**src/rtl/usb_frame_pkg.sv**
```systemverilog
// rtl/usb_frame_pkg.sv - shared symbols, state encoding and error codes for the USB frame parser
package usb_frame_pkg;

    localparam int HEADER_SYMBOL  = 85;
    localparam int HEADER_COUNT   = 12;
    localparam int TRAILER_SYMBOL = 170;
    localparam int TRAILER_COUNT  = 8;
    localparam logic [7:0] ERROR_SYMBOL = 8'hEE;

    typedef enum logic [2:0] {
        HUNT,
        LEN_LO,
        LEN_HI,
        DATA_LO,
        DATA_HI,
        TRAILER
    } frame_state_t;

    localparam logic [1:0] ERR_NONE    = 2'd0;
    localparam logic [1:0] ERR_LEN     = 2'd1;
    localparam logic [1:0] ERR_TRAILER = 2'd2;
    localparam logic [1:0] ERR_TIMEOUT = 2'd3;

endpackage

```
**src/rtl/usb_gap_timer.sv**
```systemverilog
// rtl/usb_gap_timer.sv - clearable idle counter pulsing once after GAP_TIMEOUT enabled clocks
module usb_gap_timer #(
    parameter int GAP_TIMEOUT = 1024
) (
    input  logic clk,
    input  logic rst,
    input  logic en_i,
    input  logic clr_i,
    output logic expire_o
);

    localparam int CW = (GAP_TIMEOUT > 1) ? $clog2(GAP_TIMEOUT + 1) : 1;
    localparam logic [CW-1:0] TERM = CW'(GAP_TIMEOUT - 1);

    logic [CW-1:0] cnt_q, cnt_d;

    // A clear in the terminal cycle suppresses the pulse.
    always_comb begin
        expire_o = en_i && !clr_i && (cnt_q == TERM);
        cnt_d    = cnt_q + CW'(1);
        if (clr_i || !en_i || expire_o) begin
            cnt_d = '0;
        end
    end

    always_ff @(posedge clk) begin
        if (rst) begin
            cnt_q <= '0;
        end else begin
            cnt_q <= cnt_d;
        end
    end

endmodule

```
**src/rtl/usb_frame_parser.sv**
```systemverilog
// rtl/usb_frame_parser.sv - header hunt, length/payload extraction and trailer check on a byte stream
module usb_frame_parser
    import usb_frame_pkg::*;
#(
    parameter int BYTE_WIDTH                = 8,
    parameter int WORD_WIDTH                = 16,
    parameter int HEADER_KEY_SYMBOL         = HEADER_SYMBOL,
    parameter int HEADER_KEY_SYMBOL_NUMBER  = HEADER_COUNT,
    parameter int TRAILER_KEY_SYMBOL        = TRAILER_SYMBOL,
    parameter int TRAILER_KEY_SYMBOL_NUMBER = TRAILER_COUNT,
    parameter int MAX_WORDS                 = 256,
    parameter int ADDR_WIDTH                = 8,
    parameter int GAP_TIMEOUT               = 1024
) (
    input  logic                  clk,
    input  logic                  rst,
    input  logic [BYTE_WIDTH-1:0] byte_data,
    input  logic                  byte_valid,
    output logic [WORD_WIDTH-1:0] word_data,
    output logic [ADDR_WIDTH-1:0] word_addr,
    output logic                  word_valid,
    output logic                  frame_done,
    output logic                  frame_error,
    output logic [1:0]            err_code
);

    localparam int LEN_W  = 2 * BYTE_WIDTH;
    localparam int IDX_W  = $clog2(MAX_WORDS + 1);
    localparam int HCNT_W = $clog2(HEADER_KEY_SYMBOL_NUMBER + 1);
    localparam int TCNT_W = $clog2(TRAILER_KEY_SYMBOL_NUMBER + 1);

    localparam logic [BYTE_WIDTH-1:0] HDR_SYM  = BYTE_WIDTH'(HEADER_KEY_SYMBOL);
    localparam logic [BYTE_WIDTH-1:0] TRL_SYM  = BYTE_WIDTH'(TRAILER_KEY_SYMBOL);
    localparam logic [HCNT_W-1:0]     HDR_LAST = HCNT_W'(HEADER_KEY_SYMBOL_NUMBER - 1);
    localparam logic [TCNT_W-1:0]     TRL_LAST = TCNT_W'(TRAILER_KEY_SYMBOL_NUMBER - 1);
    localparam logic [LEN_W-1:0]      LEN_MAX  = LEN_W'(MAX_WORDS);

    frame_state_t state_q, state_d;

    logic [HCNT_W-1:0]     hdr_cnt_q, hdr_cnt_d;
    logic [TCNT_W-1:0]     trl_cnt_q, trl_cnt_d;
    logic [BYTE_WIDTH-1:0] len_lo_q, len_lo_d;
    logic [BYTE_WIDTH-1:0] data_lo_q, data_lo_d;
    logic [IDX_W-1:0]      len_q, len_d;
    logic [IDX_W-1:0]      idx_q, idx_d;

    logic [WORD_WIDTH-1:0] word_data_q, word_data_d;
    logic [ADDR_WIDTH-1:0] word_addr_q, word_addr_d;
    logic                  word_valid_q, word_valid_d;
    logic                  frame_done_q, frame_done_d;
    logic                  frame_error_q, frame_error_d;
    logic [1:0]            err_code_q, err_code_d;

    logic [LEN_W-1:0] len_full;
    logic [IDX_W-1:0] idx_inc;
    logic             gap_en;
    logic             gap_expire;

    assign len_full = {byte_data, len_lo_q};
    assign idx_inc  = idx_q + IDX_W'(1);

    // A partially matched header also counts as being mid-frame.
    assign gap_en = (state_q != HUNT) || (hdr_cnt_q != '0);

    usb_gap_timer #(
        .GAP_TIMEOUT(GAP_TIMEOUT)
    ) u_gap_timer (
        .clk     (clk),
        .rst     (rst),
        .en_i    (gap_en),
        .clr_i   (byte_valid),
        .expire_o(gap_expire)
    );

    always_comb begin
        state_d       = state_q;
        hdr_cnt_d     = hdr_cnt_q;
        trl_cnt_d     = trl_cnt_q;
        len_lo_d      = len_lo_q;
        data_lo_d     = data_lo_q;
        len_d         = len_q;
        idx_d         = idx_q;
        word_data_d   = word_data_q;
        word_addr_d   = word_addr_q;
        err_code_d    = err_code_q;
        word_valid_d  = 1'b0;
        frame_done_d  = 1'b0;
        frame_error_d = 1'b0;

        if (byte_valid) begin
            unique case (state_q)
                HUNT: begin
                    if (byte_data == HDR_SYM) begin
                        if (hdr_cnt_q == HDR_LAST) begin
                            hdr_cnt_d = '0;
                            state_d   = LEN_LO;
                        end else begin
                            hdr_cnt_d = hdr_cnt_q + HCNT_W'(1);
                        end
                    end else begin
                        hdr_cnt_d = '0;
                    end
                end
                LEN_LO: begin
                    len_lo_d = byte_data;
                    state_d  = LEN_HI;
                end
                LEN_HI: begin
                    if (len_full > LEN_MAX) begin
                        frame_error_d = 1'b1;
                        err_code_d    = ERR_LEN;
                        state_d       = HUNT;
                    end else if (len_full == '0) begin
                        trl_cnt_d = '0;
                        state_d   = TRAILER;
                    end else begin
                        len_d   = IDX_W'(len_full);
                        idx_d   = '0;
                        state_d = DATA_LO;
                    end
                end
                DATA_LO: begin
                    data_lo_d = byte_data;
                    state_d   = DATA_HI;
                end
                DATA_HI: begin
                    word_valid_d = 1'b1;
                    word_data_d  = WORD_WIDTH'({byte_data, data_lo_q});
                    word_addr_d  = ADDR_WIDTH'(idx_q);
                    idx_d        = idx_inc;
                    if (idx_inc == len_q) begin
                        trl_cnt_d = '0;
                        state_d   = TRAILER;
                    end else begin
                        state_d = DATA_LO;
                    end
                end
                TRAILER: begin
                    if (byte_data == TRL_SYM) begin
                        if (trl_cnt_q == TRL_LAST) begin
                            frame_done_d = 1'b1;
                            trl_cnt_d    = '0;
                            state_d      = HUNT;
                        end else begin
                            trl_cnt_d = trl_cnt_q + TCNT_W'(1);
                        end
                    end else begin
                        // The offending byte is dropped, never seeded into the header count.
                        frame_error_d = 1'b1;
                        err_code_d    = ERR_TRAILER;
                        trl_cnt_d     = '0;
                        hdr_cnt_d     = '0;
                        state_d       = HUNT;
                    end
                end
                default: state_d = HUNT;
            endcase
        end else if (gap_expire) begin
            frame_error_d = 1'b1;
            err_code_d    = ERR_TIMEOUT;
            hdr_cnt_d     = '0;
            trl_cnt_d     = '0;
            idx_d         = '0;
            state_d       = HUNT;
        end
    end

    always_ff @(posedge clk) begin
        if (rst) begin
            state_q       <= HUNT;
            hdr_cnt_q     <= '0;
            trl_cnt_q     <= '0;
            len_lo_q      <= '0;
            data_lo_q     <= '0;
            len_q         <= '0;
            idx_q         <= '0;
            word_data_q   <= '0;
            word_addr_q   <= '0;
            word_valid_q  <= 1'b0;
            frame_done_q  <= 1'b0;
            frame_error_q <= 1'b0;
            err_code_q    <= ERR_NONE;
        end else begin
            state_q       <= state_d;
            hdr_cnt_q     <= hdr_cnt_d;
            trl_cnt_q     <= trl_cnt_d;
            len_lo_q      <= len_lo_d;
            data_lo_q     <= data_lo_d;
            len_q         <= len_d;
            idx_q         <= idx_d;
            word_data_q   <= word_data_d;
            word_addr_q   <= word_addr_d;
            word_valid_q  <= word_valid_d;
            frame_done_q  <= frame_done_d;
            frame_error_q <= frame_error_d;
            err_code_q    <= err_code_d;
        end
    end

    assign word_data   = word_data_q;
    assign word_addr   = word_addr_q;
    assign word_valid  = word_valid_q;
    assign frame_done  = frame_done_q;
    assign frame_error = frame_error_q;
    assign err_code    = err_code_q;

endmodule

```
**config.mk**
```make
export PLATFORM = sky130hd
export DESIGN_NAME = usb_frame_parser
export DESIGN_NICKNAME = d
export VERILOG_FILES = /design/src/rtl/usb_frame_pkg.sv /design/src/rtl/usb_gap_timer.sv /design/src/rtl/usb_frame_parser.sv
export SDC_FILE = /design/constraint.sdc
export NUM_CORES = 1
export LEC_CHECK = 0
export ABC_AREA = 1
export CAP_MARGIN = 20
export CORE_ASPECT_RATIO = 0.6
export CORE_MARGIN = 2
export CORE_UTILIZATION = 60
export CTS_CLUSTER_SIZE = 16
export DETAILED_ROUTE_END_ITERATION = 16
export GPL_ROUTABILITY_DRIVEN = 0
export PLACE_DENSITY = 0.82
export REMOVE_ABC_BUFFERS = 1
export SLEW_MARGIN = 30
export SYNTH_ARGS = -nofsm -noshare
export SYNTH_HDL_FRONTEND = slang
export SYNTH_SLANG_ARGS = --single-unit
export TNS_END_PERCENT = 100
```
**constraint.sdc**
```tcl
create_clock -name clk -period 3.1 [get_ports clk]
set_clock_uncertainty 0.05 [all_clocks]
set_input_delay 0.31 -clock clk [delete_from_list [all_inputs] [get_ports clk]]
set_output_delay 0.31 -clock clk [all_outputs]
set_load 0.01 [all_outputs]
```
* Word level (Yosys, flattened, before mapping)
Index checks and enable logic that the tools add are counted.
Word-level totals: register bits after elaboration 85, latch bits 0, RAM bits 0, memory bits (read-only) 0, input port bits 11, output and inout bits 29, logic and storage cells 112, memories kept 0
Operators by class: add/subtract/negate cells 4, $mul 0, divide/modulo/power cells 0, order comparisons 1, equal/unequal tests 24, shift-type cells 0, mux-type cells 40, bitwise operators 5, reduce and logical (&&, ||, !) cells 24
Operators by type and width (count):
- $mux W4 | 11
- $mux W9 | 4
- $mux W3 | 9
- $ne A3 B3 Y1 const B | 8
- $pmux W3 S6 | 1
- $pmux W9 S2 | 1
- $gt A16 B9 Y1 const B | 1
- $logic_not A16 Y1 | 1
- $reduce_and A4 Y1 | 4
- $pmux W4 S3 | 1
- $add A11 B1 Y11 const B | 1
- $eq A11 B10 Y1 const B | 1
- $add A9 B1 Y9 const B | 1
- $eq A9 B9 Y1 | 1
- $ne A3 B1 Y1 const B | 3
- $add A4 B1 Y4 const B | 2
- $eq A8 B7 Y1 const B | 1
- $eq A8 B8 Y1 const B | 1
- $mux W2 | 4
- $pmux W4 S2 | 1
- $eq A3 B2 Y1 const B | 2
- $eq A3 B3 Y1 const B | 2
- $mux W1 | 6
- $reduce_and A2 Y1 | 3
- 19 further kinds | 28

* Logic depth before layout (Yosys ltp)
Gate-level depths: netlist of run 1.
depth in word-level cells 6, mapped depth 15, mapped depth without buffers 15

* By module
A second synthesis of run 1 with hierarchy kept.
Second synthesis, totals: cells, all modules 538, area, all modules 3910.0 um2
By module, submodules not included:
- usb_frame_parser | instances 1, cells an instance 467, area an instance 3394.5 um2
- usb_gap_timer | instances 1, cells an instance 71, area an instance 515.5 um2

* Least setup slack after synthesis of run 1
OpenSTA, ideal clock, no wires.
kind register to register, from reg idx_q[0], to reg trl_cnt_q[3], setup time 0.113 ns, data arrival time 1.579 ns, path slack 1.358 ns, stages on the path, launching flop included 13, path buffers 0, period minus slack after synthesis 1.742 ns, cells stage by stage dfxtp_1 > ha_1 > nand3_1 > o21bai_1 > nand2_1 > nand2_1 > nand2_1 > nor2_1 > nand3_1 > nand2_1 > nand2_2 > nor2_1 > nor2_1
On the way: word-level cells in the longest chain between the ends 4
RTL lines:
- start, declared | RTL line usb_frame_parser.sv:45 | logic [IDX_W-1:0] idx_q, idx_d;
- start signal, assigned | RTL line usb_frame_parser.sv:190 | idx_q <= idx_d;
- $add A9 B1 Y9 | RTL line usb_frame_parser.sv:60 | assign idx_inc = idx_q + IDX_W'(1);
- $eq A9 B9 Y1 | RTL line usb_frame_parser.sv:131 | if (idx_inc == len_q) begin
- $ne A3 B3 Y1 (no line)
- $reduce_and A5 Y1 (no line)
- end signal, assigned | RTL line usb_frame_parser.sv:186 | trl_cnt_q <= trl_cnt_d;
- end, declared | RTL line usb_frame_parser.sv:41 | logic [TCNT_W-1:0] trl_cnt_q, trl_cnt_d;
Every way passes these cells. A chain may end at the register's enable or synchronous reset.

* Final worst setup path of run 1
from reg idx_q[1], to reg trl_cnt_q[2]
Same word-level chain as after synthesis.

==> key figures, run 1 <==
Clock tree
  • Clk Latency, worst-skew pair: 370 ps
  • CTS tree: done
  • Post-cts resize count: 0
  • TritonCTS Sinks: 85
  • Hold buffer count at CTS: 0
  • # H-tree levels: 3
  • Num CTS Buffers: 9
  • Post-CTS Setup Bufs: 0
  • Root buf cell: clkbuf_8
  • Clock slew at reported path FFs: 90 ps
  • CTS max path bufs: 2

Yosys
  • Area contributors post-synth: dfxtp_1 44%, a21oi_1 8.0%, nand2_1 7.8%
  • Share of the synthesized area in the top cell type: 0.441
  • Adder-cell share of the synthesized area: 0.0162
  • Simple-Gate Fraction of Synth Area: 0.253
  • Synthesized flop and latch total: 85
  • Xor-xnor portion of the synthesized cell area: 0.0250
  • Synth Warn #: 0
  • Main combinational cell family by area after synthesis: simple AND/OR/NAND/NOR gates
  • Post-synthesis sequential area ratio: 0.441
  • Mapped Area: 3860 um2
  • Synth Area in Compound Gates: 0.181
  • Post-synth cell types: 36
  • Synth area leader: dfxtp_1
  • Post-synthesis mux area share: 0
  • Cells after synthesis: 531
  • Syn_area_per_cell: 7.27 um2

STA
  • Crit share post-route: 0.722
  • RSZ-0062 raised after global routing: false
  • Final setup viols: 0
  • Setup TNS: 0 ps
  • Tmin final: 2240 ps
  • Max Fclk: 447 MHz
  • Rel. slew slack: 0.536
  • Max-slew violations: 0
  • Setup ws final: 862 ps
  • Worst slew pin tran: 693 ps
  • Final hold violation count: 0

GRT
  • Grt total ovfl: 0
  • Antenna violations before repair: 0
  • First-pass GRT wire length: 15.8 mm
  • Tot GR Track Use: 0.285
  • Number of global-route vias before repair: 3336
  • Pin count of the biggest net entering global routing: 31

Layout
  • Filler cell count: 488
  • Final core utilization: 0.736
  • Area grow syn2layout: 17.6%
  • Most common cell after layout, fill and taps aside: dfxtp_1
  • Final net count: 584
  • Finished Layout Cells: 657
  • Share of layout cells above drive strength 1: 0.0803
  • Commonest cells after routing, fill and taps aside: 85 x dfxtp_1, 80 x nand2_1, 62 x a21oi_1
  • Antenna Cells: 0
  • Finished layout cell area: 4540 um2

Die
  • Die span in y: 66.1 um
  • Core Area: 6170 um2
  • I/O Pins: 40
  • Die width: 108 um
  • Full die area: 7110 um2
  • Rows: 22
  • Initial core utilization: 0.626

Setup path
  • Startpoint types: flip-flop
  • Critical path's most frequent cell: nand2_1
  • Crit path DAT: 2440 ps
  • Delay-heaviest family, CP: simple AND/OR/NAND/NOR gates
  • CP max-delay cell: dfxtp_1
  • Largest fanout on the critical path: 6
  • Worst path buffer plus inverter count: 1
  • Worst Setup End Kind: flip-flop
  • Critical path class: flip-flop to flip-flop
  • Slowest stage delay, CP: 460 ps
  • Cells along the critical path: ha_1 > nand3_1 > inv_1 > nand2_1 > nand2_1 > nand2_1 > nand2_1 > nand2_1 > nor2_1 > nand3_1 > nand2_1 > nand2_2 > nand2_1 > a21oi_1
  • WP data required: 3300 ps

Placement
  • DP Cell Count: 641
  • Dpl ws: 761 ps
  • Dpl hpwl: 6.77 mm
  • Dpl cell area: 4320 um2
  • Port buffer count: 39

Route
  • Antenna Violating Nets Remaining: 0
  • Routed WL per cell: 14.4 um
  • First DRT Iteration DRCs: 389
  • Vias: 3643
  • Vias per cell: 5.54
  • Drt first pass iters: 5
  • Post-route DRC violation count: 0
  • Post-Route WL: 9.47 mm

Job
  • Max-capacitance violation count: 0

Power and ir drop
  • Pwr Density: 468 nW/um2
  • Peak supply drop: 258 uV
  • Lkg Pwr: 1.76 nW

Worst hold path
  • Hold crit path type: flip-flop to flip-flop

Run status
  • Status: finished, final reports clean
-- logic make-up (layout without fill, tap and decap cells) --
kind of cell / count (synthesis) / in the layout
flops: 85 / 85
xor+xnor: 11 / 11
fa+ha+maj: 5 / 5
simple gates: 215 / 215
compound gates: 133 / 133
buf+inv: 82 / 124
-- final cells by class --
cell class,instances,area (um2),area share
sequential,85,1700,0.375
clock buffer,11,151,0.0334
tap,84,105,0.0232
inverter,64,240,0.0530
timing repair buffer,44,440,0.0971
multi-input combinational,364,1830,0.404
clock inverter,5,65.1,0.0143
-- cell usage after synthesis --
cell      number
dfxtp_1       85
nand2_1       80
a21oi_1       62
nor2_1        58
o21ai_0       58
inv_1         57
nand3_1       32
nand4_1       16
clkbuf_1      11
xor2_1         8
nor2_2         7
nor3_1         7
ha_1           5
inv_2          5
buf_2          4
o21ai_1        4
o21ai_2        4
nand2_2        3
nor3b_1        3
xnor2_1        3
clkinv_1       2
nand3b_1       2
nor2_4         2
a211oi_2       1
a31o_2         1
a31oi_1        1
buf_1          1
buf_4          1
buf_6          1
nand3_2        1
nor3_2         1
nor4_1         1
o211ai_1       1
o21bai_1       1
or2_1          1
or4_1          1
-- worst paths after layout --
| check | depth (start not counted) | slack (ps) | end | from |
|---|---|---|---|---|
| max reg2reg | 14 | 860 | trl_cnt_q[2] | idx_q[1] |
| min reg2reg | 1 | 400 | u_gap_timer.cnt_q[0] | u_gap_timer.cnt_q[0] |
| max | 14 | 860 | trl_cnt_q[2] | idx_q[1] |
| min | 1 | 400 | u_gap_timer.cnt_q[0] | u_gap_timer.cnt_q[0] |
-- through the flow --
step / power [mW] / hold WS (ps)
final: 2.12 / 397
after global routing: 2.20 / 424
after CTS: 2.12 / 402
after detailed placement: 1.29 / 387
after global placement: 1.29 / 378
after floorplan: 1.23 / 329
-- state kept, by name (all words and copies together) (netlist names), 4 cells and up --
name,count
word_addr,8
word_data,16
idx_q,9
len_lo_q,8
hdr_cnt_q,4
u_gap_timer.cnt_q,11
trl_cnt_q,4
len_q,9
data_lo_q,8
-- power breakdown --
group | switching [mW] | internal [mW] | total [mW] | leakage [nW]
Combinational | 0.0973 | 0.0523 | 0.150 | 0.965
Sequential | 0.0137 | 1.11 | 1.12 | 0.687
Clock | 0.428 | 0.425 | 0.853 | 0.111
-- routing by layer --
layer	wire, um	GRT usage	up-vias
met5	0	0	-
met4	72	0.0657	0
met3	675	0.0719	9
met2	4040	0.429	133
met1	4680	0.411	1674
li1	-	-	1827
No activity file was read; power rests on OpenSTA's default activity.
==> run 2, diff against run 1 <==
- CORE_UTILIZATION: 60 -> 56
- PLACE_DENSITY: 0.82 -> 0.77
- clock period: 3.1 -> 2.1 ns (I/O delays scaled with it)
==> run 2 against run 1 <==
Against the previous run: first-iteration DRC count is 18% higher; combinational power up 63%; final area grew 6.5%; core utilization is 1.2 points lower; highest routed layer unchanged.
==> key figures, run 2 (same netlist as run 1, synthesis figures left out) <==
Run status
  • Status: finished, final reports clean

Clock tree
  • CTS max path bufs: 2
  • Clock slew at reported path FFs: 60 ps
  • Clk Latency, worst-skew pair: 350 ps
  • TritonCTS Sinks: 85
  • Root buf cell: clkbuf_16
  • # H-tree levels: 3
  • CTS tree: done
  • Num CTS Buffers: 9

Setup path
  • WP data required: 2280 ps
  • Critical path's most frequent cell: nand2_1
  • CP max-delay cell: dfxtp_1
  • Critical path class: flip-flop to flip-flop
  • Crit path DAT: 2120 ps
  • Worst Setup End Kind: flip-flop
  • Cells along the critical path: ha_2 > nand2_1 > nor2_2 > nand2_1 > clkinv_1 > nand2_1 > o21ai_4 > o21ai_4 > nor2_4 > o21ai_1 > o21ai_0 > nor2_1
  • Slowest stage delay, CP: 350 ps
  • Startpoint types: flip-flop
  • Largest fanout on the critical path: 6
  • Worst reg2reg setup slack: 160 ps

STA
  • Setup ws final: 156 ps
  • Tmin final: 1940 ps
  • Setup TNS: 0 ps
  • Crit share post-route: 0.926
  • Final setup viols: 0
  • Max-slew violations: 0
  • Worst slew pin tran: 424 ps
  • Max Fclk: 514 MHz
  • Final hold violation count: 0
  • Rel. slew slack: 0.716

Die
  • Core Area: 6680 um2
  • Full die area: 7590 um2
  • Initial core utilization: 0.578
  • Rows: 23
  • Die width: 111 um
  • I/O Pins: 40
  • Die span in y: 68.3 um

Job
  • Max-capacitance violation count: 0

Power and ir drop
  • Lkg Pwr: 1.89 nW
  • Comb pwr share: 0.072
  • Sequential fraction of design power: 0.488
  • Peak supply drop: 626 uV
  • Sw Pwr: 0.850 mW
  • Net Sw Frac: 0.251
  • Clk pwr share: 0.439
  • Pwr Density: 702 nW/um2
  • Internal power: 2.54 mW

Route
  • Drt first pass iters: 5
  • Antenna Violating Nets Remaining: 0
  • Vias per cell: 5.49
  • Routed WL per cell: 14.0 um
  • Post-route DRC violation count: 0
  • Vias: 3752
  • Post-Route WL: 9.60 mm
  • First DRT Iteration DRCs: 459

Layout
  • Commonest cells after routing, fill and taps aside: 84 x dfxtp_1, 80 x nand2_1, 62 x a21oi_1
  • Filler cell count: 512
  • Most common cell after layout, fill and taps aside: dfxtp_1
  • Max reg flops: 16
  • Final net count: 608
  • Finished layout cell area: 4830 um2
  • Antenna Cells: 0
  • Area grow syn2layout: 25.2%
  • Final core utilization: 0.723
  • Share of layout cells above drive strength 1: 0.126

Worst hold path
  • Hold crit path type: flip-flop to flip-flop

GRT
  • Tot GR Track Use: 0.260
  • Met3 GRT Util: 0.0806
  • GR met1 Demand/Resource: 0.359
  • Antenna violations before repair: 0
  • Number of global-route vias before repair: 3308
  • Met2 Use GR: 0.390
  • Grt total ovfl: 0
  • Pin count of the biggest net entering global routing: 43
  • GR peak layer: met2
  • First-pass GRT wire length: 15.6 mm

Placement
  • Dpl cell area: 4470 um2
  • Dpl ws: -25.1 ps
  • Port buffer count: 39
  • Dpl hpwl: 6.77 mm
run 2: layout make-up:
class / count / area (um2) / share of cell area
Multi-Input combinational cell: 365 / 1880 / 0.390
Sequential cell: 85 / 1700 / 0.353
Timing Repair Buffer: 67 / 613 / 0.127
Inverter: 64 / 240 / 0.0497
Clock buffer: 9 / 225 / 0.0466
Tap cell: 87 / 109 / 0.0225
Clock inverter: 7 / 57.6 / 0.0119
run 2: worst max-delay path: cells and delay by family (launching register included):
family | cells | cell delay, ps
buffers and inverters | 1 | 70
DFF | 1 | 350
AOI/OAI and AO/OA | 4 | 530
adders and majority gates | 1 | 200
and+or+nand+nor | 6 | 630
run 2: path summary, 6_finish.rpt:
kind | endpoint | start | depth (start not counted)
hold reg to reg | err_code[0] | err_code[0] | 2
setup / recovery | idx_q[6] | u_gap_timer.cnt_q[0] | 12
setup reg to reg | idx_q[6] | u_gap_timer.cnt_q[0] | 12
hold / removal | err_code[0] | err_code[0] | 2
run 2: power groups by stage:
stage,Clock (mW),Sequential [mW],Combinational [mW]
floorplan,0,1.69,0.126
global placement,0,1.69,0.226
detailed placement,0,1.69,0.229
CTS,1.51,1.65,0.232
global route,1.57,1.66,0.270
finish,1.49,1.66,0.245
run 2: repair_timing:
item                                    CTS  global route
resized for setup                         0             9
endpoints found under the setup margin    0            16
hold buffers                              0             0
buffers inserted                          0             3
run 2: metal layers:
metal	wire length [um]	vias up
li1	-	1878
met1	4710	1705
met2	3940	153
met3	808	16
met4	138	0
met5	0	-
run 2: metrics by stage:
step / power, mW / instances / hold slack, ps
after floorplan: 1.81 / 513 / 229
after global placement: 1.91 / 664 / 377
after detailed placement: 1.92 / 664 / 392
after CTS: 3.39 / 680 / 401
after global routing: 3.50 / 684 / 424
final: 3.39 / 684 / 397
==> run 3, diff against run 2 <==
- clock period: 2.1 -> 1.9 ns (I/O delays scaled with it)
==> run 3 against run 2 <==
Against the previous run: the run now ends with setup timing left; final area rose by 7.8%; first-iteration DRC count fell by 17%; core utilization rose by 5.7 points; sequential power rose by 10%; register-to-register slack got worse by 280 ps; clock power rose by 17%; via count rose by 6.9%; worst hold slack improved by 5.6 ps; flip-flop and latch count did not move; critical path depth rose by 1; count of clock-buffer cells in the layout did not move; cell count rose by 2.8%; largest power group unchanged; highest routed layer unchanged.
==> key figures, run 3 (same netlist as run 1, synthesis figures left out) <==
Die
  • Full die area: 7590 um2
  • Die width: 111 um
  • Initial core utilization: 0.578
  • Rows: 23
  • I/O Pins: 40
  • Die span in y: 68.3 um
  • Core Area: 6680 um2

Route
  • Post-route DRC violation count: 0
  • Routed WL per cell: 15.5 um
  • First DRT Iteration DRCs: 382
  • Vias per cell: 5.71
  • Vias: 4011
  • Drt first pass iters: 8
  • Post-Route WL: 10.9 mm
  • Antenna Violating Nets Remaining: 0

STA
  • Max Fclk: 495 MHz
  • Final hold violation count: 0
  • Setup ws final: -120 ps
  • Setup TNS: -160 ps
  • Fin Hold WS: 402 ps
  • RSZ-0062 raised after global routing: true
  • Crit share post-route: 1.06
  • Worst slew pin tran: 439 ps
  • Rel. slew slack: 0.707
  • Final setup viols: 4
  • Max-slew violations: 0
  • Tmin final: 2020 ps

Setup path
  • Crit path DAT: 2200 ps
  • Critical path class: flip-flop to flip-flop
  • R2r startpoint: idx_q[0]
  • Worst path buffer plus inverter count: 2
  • FF-to-FF End: state_q[1]
  • Critical path's most frequent cell: nand2_1
  • Cells along the critical path: ha_4 > buf_4 > nand4_1 > nand3_1 > nand2_1 > nand3_2 > nor2_2 > nand3_2 > buf_6 > nand2_1 > nand2_1 > nand2_1 > a21oi_1
  • WP data required: 2080 ps
  • Startpoint types: flip-flop
  • Largest fanout on the critical path: 4
  • Worst Setup End Kind: flip-flop
  • Cells on worst reg2reg path: 13
  • Slowest stage delay, CP: 360 ps
  • Delay-heaviest family, CP: simple AND/OR/NAND/NOR gates
  • Worst reg2reg setup slack: -120 ps
  • CP max-delay cell: dfxtp_4

Run status
  • Failing checks: setup timing
  • Status: finished with violations

GRT
  • Number of global-route vias before repair: 3437
  • Tot GR Track Use: 0.275
  • First-pass GRT wire length: 16.3 mm
  • Grt total ovfl: 0
  • Pin count of the biggest net entering global routing: 29
  • Antenna violations before repair: 0

Power and ir drop
  • Internal power: 2.95 mW
  • Clk pwr share: 0.450
  • Lkg Pwr: 2.05 nW
  • Net Sw Frac: 0.242
  • Peak supply drop: 799 uV
  • Pwr Density: 748 nW/um2
  • Sequential fraction of design power: 0.470
  • Tot Pwr: 3.89 mW
  • Sw Pwr: 0.943 mW
  • Comb pwr share: 0.080

Clock tree
  • CTS tree: done
  • CTS max path bufs: 2
  • # H-tree levels: 3
  • Root buf cell: clkbuf_16
  • Hold buffer count at CTS: 0
  • Clock slew at reported path FFs: 70 ps
  • Num CTS Buffers: 9
  • TritonCTS Sinks: 85
  • Clk Latency, worst-skew pair: 350 ps

Layout
  • Final net count: 627
  • Share of layout cells above drive strength 1: 0.237
  • Commonest cells after routing, fill and taps aside: 73 x dfxtp_1, 66 x nand2_1, 60 x a21oi_1
  • Area grow syn2layout: 35.0%
  • Finished Layout Cells: 703
  • Most common cell after layout, fill and taps aside: dfxtp_1
  • Max reg flops: 16
  • Antenna Cells: 0

Worst hold path
  • Worst Hold Path Cells: 2
  • Hold crit path type: flip-flop to flip-flop
  • Hold path endpoint: word_data[1]
  • Min-delay src: data_lo_q[1]

Placement
  • DP Cell Count: 679
  • Dpl hpwl: 7.13 mm
  • Dpl ws: -203 ps
  • Port buffer count: 39

Job
  • Max-capacitance violation count: 0
## run 3: power by group through the flow
stage	Combinational [mW]	Clock (mW)	Sequential [mW]
2_1_floorplan	0.139	0	1.87
3_3_place_gp	0.264	0	1.87
3_5_place_dp	0.273	0	1.87
4_1_cts	0.281	1.78	1.83
5_1_grt	0.341	1.84	1.83
6_report	0.313	1.75	1.83
## run 3: final cells by class
| type | instances | area, um2 |
|---|---|---|
| repair buffers | 85 | 751 |
| fillers | 472 | 1470 |
| flip-flops and latches | 85 | 1720 |
| clock buffers | 9 | 225 |
| inverters | 64 | 240 |
| multi-input cells | 366 | 2080 |
| well taps | 87 | 109 |
| clock inverters | 7 | 75.1 |
## run 3: worst max-delay path by stage
stage | startpoint | slack [ps] | cells after the start | to
after global routing | idx_q[0] | -130 | 13 | state_q[1]
after detailed placement | byte_data[4] | -200 | 11 | idx_q[7]
after CTS | idx_q[1] | 10 | 13 | trl_cnt_q[3]
final | idx_q[0] | -120 | 13 | state_q[1]
after floorplan | state_q[1] | -240 | 9 | idx_q[2]
after global placement | byte_data[4] | -120 | 10 | len_q[6]
## run 3: metal layers
metal	GRT usage	vias up	routed length, um
li1	-	1919	-
met1	0.364	1849	4920
met2	0.441	211	4720
met3	0.0868	32	1010
met4	0.0772	0	241
met5	0	-	0
## run 3: repair_timing
item                                    in CTS  in global routing
endpoints found under the setup margin      11                 33
gates resized for setup                      8                 74
pin swaps                                    5                 26
gates cloned                                 1                  1
setup buffers                                0                  6
## run 3: worst min-delay path: stages, from the launching register on
cell	delay [ps]
dfxtp_1	300
inv_1	60
a21oi_1	50
## run 3: per-stage QoR
stage | utilization | instance area [um2]
floorplan | - | 3770
global placement | 0.685 | 4570
detailed placement | 0.685 | 4570
CTS | 0.737 | 4920
global route | 0.780 | 5210
finish | 0.780 | 5210
